--- src/rtl/arm_imm_encoder.sv ---
// ---------------------------------------------------------------------------
// arm_imm_encoder
//
// Iterative inverse of the shifter IMMED path. Given a 32-bit constant it
// searches for immed_8 / rotate_imm such that
//   value == ror(immed_8, 2*rotate_imm)
// testing one rotation per cycle. When ENABLE_INV is set it also searches
// for an encoding of ~value so the decoder can substitute MVN/BIC.
//
// Handshake (both sides): a transfer happens on a rising clk edge where
// valid and ready are both high. The producer holds in_value while in_valid
// is high; the result is held stable with out_valid high until out_ready.
//
// Ports
//   clk         rising-edge clock
//   reset       asynchronous, active-high reset
//   in_valid    request valid
//   in_ready    request can be accepted (high only in IDLE)
//   in_value    32-bit constant to encode
//   out_valid   result valid, held until out_ready
//   out_ready   consumer accepts the result
//   res_found   an encoding exists (positive or inverted)
//   res_inv     encoding is of ~in_value
//   res_imm8    immed_8 field
//   res_rot     rotate_imm field
//   res_c_keep  1 when the shifter carry is the C flag (found and rot==0)
//   dbg_state_o current FSM state (0=IDLE, 1=SEARCH, 2=DONE)
// ---------------------------------------------------------------------------
module arm_imm_encoder #(
    parameter bit ENABLE_INV = 1'b1,
    parameter bit EARLY_EXIT = 1'b1
) (
    input  logic        clk,
    input  logic        reset,
    input  logic        in_valid,
    output logic        in_ready,
    input  logic [31:0] in_value,
    output logic        out_valid,
    input  logic        out_ready,
    output logic        res_found,
    output logic        res_inv,
    output logic [7:0]  res_imm8,
    output logic [3:0]  res_rot,
    output logic        res_c_keep,
    output logic [1:0]  dbg_state_o
);

    typedef enum logic [1:0] {
        S_IDLE   = 2'd0,
        S_SEARCH = 2'd1,
        S_DONE   = 2'd2
    } state_t;

    state_t      state_q;
    logic [31:0] w_pos_q, w_neg_q;
    logic [3:0]  r_q;
    logic        pos_hit_q, neg_hit_q;
    logic [7:0]  pos_imm8_q, neg_imm8_q;
    logic [3:0]  pos_rot_q, neg_rot_q;
    logic        out_valid_q;
    logic        res_found_q, res_inv_q, res_c_keep_q;
    logic [7:0]  res_imm8_q;
    logic [3:0]  res_rot_q;

    // Hit detection on the current rotation window.
    logic       pos_now, neg_now, last_rot, finish;
    // Best candidates including the rotation evaluated this cycle.
    logic       pos_any, neg_any;
    logic [7:0] pos_imm8_sel, neg_imm8_sel;
    logic [3:0] pos_rot_sel, neg_rot_sel;
    // Result computed at the finishing edge.
    logic       res_found_d, res_inv_d, res_c_keep_d;
    logic [7:0] res_imm8_d;
    logic [3:0] res_rot_d;

    always_comb begin
        pos_now  = (w_pos_q[31:8] == 24'd0);
        neg_now  = ENABLE_INV && (w_neg_q[31:8] == 24'd0);
        last_rot = (r_q == 4'd15);
        // Exit at r=15 always wins, so the counter wrap is never observed.
        finish   = (state_q == S_SEARCH) && ((EARLY_EXIT && pos_now) || last_rot);

        // The earliest hit wins: a latched hit beats the current one.
        pos_any      = pos_hit_q || pos_now;
        pos_imm8_sel = pos_hit_q ? pos_imm8_q : w_pos_q[7:0];
        pos_rot_sel  = pos_hit_q ? pos_rot_q  : r_q;
        neg_any      = neg_hit_q || neg_now;
        neg_imm8_sel = neg_hit_q ? neg_imm8_q : w_neg_q[7:0];
        neg_rot_sel  = neg_hit_q ? neg_rot_q  : r_q;

        res_found_d = 1'b0;
        res_inv_d   = 1'b0;
        res_imm8_d  = 8'd0;
        res_rot_d   = 4'd0;
        // Positive encoding always has priority over the inverted one.
        if (pos_any) begin
            res_found_d = 1'b1;
            res_imm8_d  = pos_imm8_sel;
            res_rot_d   = pos_rot_sel;
        end else if (neg_any) begin
            res_found_d = 1'b1;
            res_inv_d   = 1'b1;
            res_imm8_d  = neg_imm8_sel;
            res_rot_d   = neg_rot_sel;
        end
        res_c_keep_d = res_found_d && (res_rot_d == 4'd0);
    end

    always_ff @(posedge clk or posedge reset) begin
        if (reset) begin
            state_q      <= S_IDLE;
            w_pos_q      <= 32'd0;
            w_neg_q      <= 32'd0;
            r_q          <= 4'd0;
            pos_hit_q    <= 1'b0;
            neg_hit_q    <= 1'b0;
            pos_imm8_q   <= 8'd0;
            pos_rot_q    <= 4'd0;
            neg_imm8_q   <= 8'd0;
            neg_rot_q    <= 4'd0;
            out_valid_q  <= 1'b0;
            res_found_q  <= 1'b0;
            res_inv_q    <= 1'b0;
            res_imm8_q   <= 8'd0;
            res_rot_q    <= 4'd0;
            res_c_keep_q <= 1'b0;
        end else begin
            case (state_q)
                S_IDLE: begin
                    if (in_valid) begin
                        w_pos_q   <= in_value;
                        w_neg_q   <= ~in_value;
                        r_q       <= 4'd0;
                        pos_hit_q <= 1'b0;
                        neg_hit_q <= 1'b0;
                        state_q   <= S_SEARCH;
                    end
                end
                S_SEARCH: begin
                    if (pos_now && !pos_hit_q) begin
                        pos_hit_q  <= 1'b1;
                        pos_imm8_q <= w_pos_q[7:0];
                        pos_rot_q  <= r_q;
                    end
                    if (neg_now && !neg_hit_q) begin
                        neg_hit_q  <= 1'b1;
                        neg_imm8_q <= w_neg_q[7:0];
                        neg_rot_q  <= r_q;
                    end
                    if (finish) begin
                        state_q      <= S_DONE;
                        out_valid_q  <= 1'b1;
                        res_found_q  <= res_found_d;
                        res_inv_q    <= res_inv_d;
                        res_imm8_q   <= res_imm8_d;
                        res_rot_q    <= res_rot_d;
                        res_c_keep_q <= res_c_keep_d;
                    end else begin
                        // Rotating left by 2 walks the window through ror(value, 2r).
                        w_pos_q <= {w_pos_q[29:0], w_pos_q[31:30]};
                        w_neg_q <= {w_neg_q[29:0], w_neg_q[31:30]};
                        r_q     <= r_q + 4'd1;
                    end
                end
                S_DONE: begin
                    if (out_ready) begin
                        out_valid_q <= 1'b0;
                        state_q     <= S_IDLE;
                    end
                end
                default: begin
                    state_q     <= S_IDLE;
                    out_valid_q <= 1'b0;
                end
            endcase
        end
    end

    assign in_ready    = (state_q == S_IDLE);
    assign out_valid   = out_valid_q;
    assign res_found   = res_found_q;
    assign res_inv     = res_inv_q;
    assign res_imm8    = res_imm8_q;
    assign res_rot     = res_rot_q;
    assign res_c_keep  = res_c_keep_q;
    assign dbg_state_o = state_q;

endmodule

--- config.mk ---
export PLATFORM = sky130hd
export DESIGN_NAME = arm_imm_encoder
export DESIGN_NICKNAME = d
export VERILOG_FILES = /design/src/rtl/arm_imm_encoder.sv
export SDC_FILE = /design/constraint.sdc
export NUM_CORES = 1
export LEC_CHECK = 0
export CAP_MARGIN = 25
export CORE_MARGIN = 2
export CORE_UTILIZATION = 35
export DETAILED_ROUTE_END_ITERATION = 6
export SYNTH_ARGS = -nofsm -noshare
export SYNTH_HDL_FRONTEND = slang
export SYNTH_SLANG_ARGS = --single-unit
--- constraint.sdc ---
create_clock -name clk -period 11.8 [get_ports clk]
set_clock_uncertainty 0.15 [all_clocks]
set_input_delay 2.36 -clock clk [delete_from_list [all_inputs] [get_ports clk]]
set_output_delay 2.36 -clock clk [all_outputs]
set_load 0.03 [all_outputs]
**Yosys cells after proc, flatten, opt, wreduce, memory -nomap -nowiden**

Index checks and enable logic that the tools add are counted.

- Flip-flop bits (word level): 112
- Output and inout bits: 19
- Logic and storage cells: 82

- Add/sub/neg operators: 1
- Equality and inequality tests: 9
- Multiplexer cells: 32
- Bitwise gates (word level): 2
- Reduce and logical (&&, ||, !) cells: 22

Operators by type and width:

| kind | number |
|---|---|
| 2-to-1 mux 32 bit | 4 |
| case mux 32 bit (2 select lines) | 2 |
| logical NOT 24 bit | 2 |
| 2-to-1 mux 8 bit | 4 |
| NOT 32 bit | 1 |
| 2-to-1 mux 4 bit | 6 |
| AND reduction 3 bit | 5 |
| 2-to-1 mux 1 bit | 8 |
| inequality test 2 bit, second input constant | 4 |
| case mux 4 bit (2 select lines) | 1 |
| 2-to-1 mux 2 bit | 3 |
| case mux 2 bit (3 select lines) | 1 |
| AND reduction 2 bit | 3 |
| adder 4 x 1 -> 4 bit, second input constant | 1 |
| == test 4 bit, second input constant | 1 |
| logical AND 1 bit | 4 |
| logical NOT 4 bit | 1 |
| inequality test 2 x 1 -> 1 bit, second input constant | 2 |
| case mux 1 bit (2 select lines) | 2 |
| logical OR 1 bit | 3 |
| case mux 1 bit (3 select lines) | 1 |
| == test 2 x 1 -> 1 bit, second input constant | 1 |
| == test 2 bit, second input constant | 1 |
| logical NOT 1 bit | 2 |
| other kinds (3) | 3 |

**Logic depth before layout (Yosys ltp)**

- Depth in word-level cells: 6
- Mapped depth: 9
- Mapped depth without buffers: 7

**Worst setup path before layout**

OpenSTA, ideal clock, no wires.

- Path kind: reg-to-output
- Start point: register state_q[1] (netlist: dbg_state_o[1])
- End point: output port in_ready
- Arrival time: 1.022 ns
- Required time: 9.290 ns
- Setup slack: 8.268 ns
- Cell stages (with the launch flop): 2
- Path buffers: 0
- Cell sequence: dfrtp_1 -> nor2_1

- Cells in the longest elaborated chain, start to end: 1

RTL lines:

| what | RTL line | source |
|---|---|---|
| from (decl) | 54 | `state_t state_q;` |
| from (signal assigned) | 111 | `state_q <= S_IDLE;` |
| from (signal assigned) | 136 | `state_q <= S_SEARCH;` |
| from (signal assigned) | 151 | `state_q <= S_DONE;` |
| logical NOT 2 bit | 179 | `assign in_ready = (state_q == S_IDLE);` |
| to (decl) | 36 | `output logic in_ready,` |

Every way passes these cells.

**Worst setup path after layout**

- Start point: input port in_valid
- End point: register w_neg_q[31]

- Cells in the longest elaborated chain, start to end: 2

RTL lines:

| what | RTL line | source |
|---|---|---|
| from (decl) | 35 | `input logic in_valid,` |
| inequality test 2 bit (no line) | - |  |
| AND reduction 3 bit (no line) | - |  |
| to (signal assigned) | 132 | `w_neg_q <= ~in_value;` |
| to (signal assigned) | 161 | `w_neg_q <= {w_neg_q[29:0], w_neg_q[31:30]};` |
| to (decl) | 55 | `logic [31:0] w_pos_q, w_neg_q;` |

Every way passes these cells.
A chain may end at the register's enable or synchronous reset.

==> summary by stage <==
Outcome
The run finished with clean final reports.

Worst setup path
The delay of the slowest cell on the worst path is 660 ps. The critical path is of the primary input to flop type. The data required time of the worst path is 11,940 ps. The total buffers and inverters traversed by the critical path is 3. The worst setup path is captured at a flop.

STA classifies the critical path startpoint as a primary input. The maximum fanout along the worst path is 74. The cell type group with the largest total delay on the critical path is buffers and inverters.

The arrival time of the worst setup path is 5090 ps. Traced cell by cell, the critical path runs through clkdlybuf4s50_1 > nand2_1 > and2_1 > inv_2 > buf_4 > o221a_1. On the critical path, the stage with the largest delay is an instance of sky130_fd_sc_hd__buf_4.

Finish
The sequential cell area in the final layout is 0.002803 sq mm. The count of inserted antenna diode cells is 0. Of the cells placed in the final design, the portion with a size suffix greater than 1 is 9.722%. The combined area of the multi-input logic cells is 0.002100 sq mm. From synthesis to final layout, the design area changed by 20.01%. The filler cells instantiated in the layout total 1,388. In the final design database the tool counted 608 nets.

Synthesis
Averaged over all synthesized cells, the footprint is 9.514 sq um. The synthesis-stage register bit count is 112. Sorting the synthesized cells by area gives the leading types as sky130_fd_sc_hd__dfrtp_1 55%, sky130_fd_sc_hd__nor2_1 7.5%, sky130_fd_sc_hd__a21oi_1 5.2%, sky130_fd_sc_hd__nand2_1 4.7%, sky130_fd_sc_hd__mux2_2 4.6%. The share of flip-flops with an asynchronous set or reset is 100.0%. The most used flip-flop cell after synthesis is sky130_fd_sc_hd__dfrtp_1. The proportion of synthesized chip area in sequential cells is 55.06%. The number of library cell types mapped by synthesis is 41. The most common cell in the synthesized netlist is sky130_fd_sc_hd__dfrtp_1. The cell count after synthesis came out at 535.

The Yosys step of the flow raised 0 warnings. The synthesized design contains 0 enable-type register cells. After synthesis the cells add up to 0.005090 sq mm. The synthesized net count is 572. Summed over its instances, the top area cell type makes up 55.06% of the synthesized netlist area. The commonest cells after synthesis are 112 x sky130_fd_sc_hd__dfrtp_1, 102 x sky130_fd_sc_hd__nor2_1, 64 x sky130_fd_sc_hd__nand2_1.

The library cell with the largest summed area after synthesis is sky130_fd_sc_hd__dfrtp_1.

Routing
The total via count after detailed routing is 4,066. The detailed-router iteration count before antenna repair is 5. For this block, the initial DRC count from the detailed router was 279. After detailed routing, the number of remaining DRC violations is 0. The average vias per placed instance is 5.350. The routed metal-1 wire length is 5830 um.

Summed over all nets, wire length on met3 after detailed routing comes to 604 um. The met2 routed wirelength is 5724 um. The wire length reported by the detailed router is 12,330 um. The average routed wire per standard cell is 16.22 um. The count of nets left with antenna violations once routing finished came out at 0.

In this run the top signal layer used is met4.

GRT
Entering global routing, the biggest net connects 79 pins. The initial antenna violation count is 0. The via count of the first global-routing pass was 3,858. The global route total overflow is 0. The first global-routing pass estimated 20,380 um of wire. The overall global routing resource usage is 16.25%.

Place
The final weighted congestion of routability-driven global placement is 0.8589. Summed over all nets, the half-perimeter wirelength after detailed placement is 8460 um. During placement, the flow inserted port buffers numbering 54.

Floorplan
The initial utilization of the core area, before any placement, comes to 35.42%. The floorplan step defined a die boundary enclosing 0.01552 sq mm. After floorplanning, the core was sized to cover 0.01437 sq mm.

The die height is 124.6 um. From left edge to right edge, the die measures 124.6 um. The number of placement rows is 44. During I/O placement, the number of pins put on the boundary was 55.

STA
Setup repair after global routing left no endpoint under its margin. Subtracting the final worst setup slack from the clock period gives 4957 ps. For the final routed database, the setup TNS stands at 0 ps. The number of setup violations in the final report is 0.

The relative slew slack is 28.65%. The upper clock frequency limit is 201.7 MHz. The count of endpoints failing hold in the final timing report was 0.

The measured slew at the worst slew-check pin is 1067 ps. The number of max-slew violations in the final report came to 0. After layout, the worst path uses 42.01% of the clock period.

Clock network
The H-tree was split into 3 levels. The number of buffers inserted for hold repair after clock tree synthesis is 0. Clock-pin slew was measured on the worst setup and hold paths at 70 ps. For this design, the sink count on the clock tree is 112. In this run, CTS created clock tree buffers numbering 9. The clock passes through at most 2 buffers. For the worst-skew pair, the clock arrives at the later sink with an insertion delay of 350 ps. The number of cells upsized or downsized after cts is 0. The clock tree from TritonCTS is done. The root buffer cell is sky130_fd_sc_hd__clkbuf_16. The number of setup buffers added after CTS is 0.

Min path
The min-delay analysis places its worst path in the category flop to flop.

Power
The total leakage power is 2.513 nW. The peak ir drop on the vdd network is 98.12 uV. The power density over cell area is 243.3 mW/mm^2. The total chip power is 0.001486 W.

Run
Across the run, the number of max-cap violations was 0.
-- layout by cell type, fill, tap and decap left out, types with 4 or more instances in the layout --
cell and count:
sky130_fd_sc_hd__dfrtp_1 112, sky130_fd_sc_hd__nor2_1 102, sky130_fd_sc_hd__nand2_1 64, sky130_fd_sc_hd__clkdlybuf4s50_1 54, sky130_fd_sc_hd__a21oi_1 53, sky130_fd_sc_hd__o21ai_0 37
sky130_fd_sc_hd__mux2_2 21, sky130_fd_sc_hd__o22ai_1 18, sky130_fd_sc_hd__a31oi_1 18, sky130_fd_sc_hd__or3_1 9, sky130_fd_sc_hd__clkbuf_16 9, sky130_fd_sc_hd__nor4_1 8
sky130_fd_sc_hd__a221oi_1 8, sky130_fd_sc_hd__nand3_1 5, sky130_fd_sc_hd__and2_1 4, sky130_fd_sc_hd__nor4_2 4, sky130_fd_sc_hd__buf_4 4
-- registers in the layout, summed over array words and instances, names as in the netlist --
name,cells
dbg_state_o,2
neg_hit_q,1
neg_imm8_q,8
neg_rot_q,4
out_valid,1
pos_hit_q,1
pos_imm8_q,8
pos_rot_q,4
r_q,4
res_c_keep,1
res_found,1
res_imm8,8
res_inv,1
res_rot,4
w_neg_q,32
w_pos_q,32
-- per-layer routing --
metal,vias to the layer above,GRT usage (%)
li1,1976,-
met1,1974,22.89
met2,101,24.94
met3,15,4.167
met4,0,4.494
met5,-,0
-- path summary, 6_finish.rpt --
kind                                      endpoint  depth (start not counted)  slack, ps                     from
setup / recovery           w_neg_q[31]$_DFFE_PP0P_                          6       6840                 in_valid
hold / removal                 res_inv$_DFFE_PP0P_                          2        320      res_inv$_DFFE_PP0P_
setup reg to reg           w_neg_q[31]$_DFFE_PP0P_                          7       8020  w_pos_q[16]$_DFFE_PP0P_
hold reg to reg                res_inv$_DFFE_PP0P_                          2        320      res_inv$_DFFE_PP0P_
max in group asynchronous   w_pos_q[0]$_DFFE_PP0P_                          4       8380                    reset
min in group asynchronous      res_inv$_DFFE_PP0P_                          2       2220                    reset
-- layout make-up --
class | count | share of cell area [%]
Clock buffer | 10 | 3.748
Clock inverter | 6 | 1.905
Inverter | 5 | 0.3482
Multi-Input combinational cell | 383 | 34.37
Sequential cell | 112 | 45.88
Tap cell | 184 | 3.769
Timing Repair Buffer | 60 | 9.975
-- kinds of logic after synthesis --
group / count (synthesis) / synth area share (%)
simple gates: 208 / 18.22
compound gates: 150 / 17.43
flops: 112 / 55.06
buf+inv: 40 / 3.736
mux: 24 / 5.310
fa+ha+maj: 1 / 0.2458
-- report_power, final --
part / internal (W) / switching (W)
logic: 0.000189 / 0.000286
registers: 0.000523 / 0.000138
clock network: 0.000209 / 0.000140
total: 0.000921 / 0.000565
-- worst min-delay path, cell delays in order, from the launching register on --
cell                      delay [ps]
sky130_fd_sc_hd__dfrtp_1         340
sky130_fd_sc_hd__nand2_1          50
sky130_fd_sc_hd__nand2_1          50
-- metrics by stage --
| step | util, % | instances | setup WS [ps] | area [sq um] | hold WS [ps] |
|---|---|---|---|---|---|
| 3_3_place_gp | 39.84 | 742 | 6553 | 5724 | 308.7 |
| 3_5_place_dp | 39.84 | 742 | 6512 | 5724 | 306.2 |
| 6_report | 42.51 | 760 | 6843 | 6108 | 315.1 |
| 2_1_floorplan | - | 535 | 6331 | 5090 | 308.1 |
| 4_1_cts | 42.24 | 758 | 6884 | 6070 | 322.8 |
| 5_1_grt | 42.51 | 760 | 6646 | 6108 | 360.9 |
No activity file was read; power rests on OpenSTA's default activity.
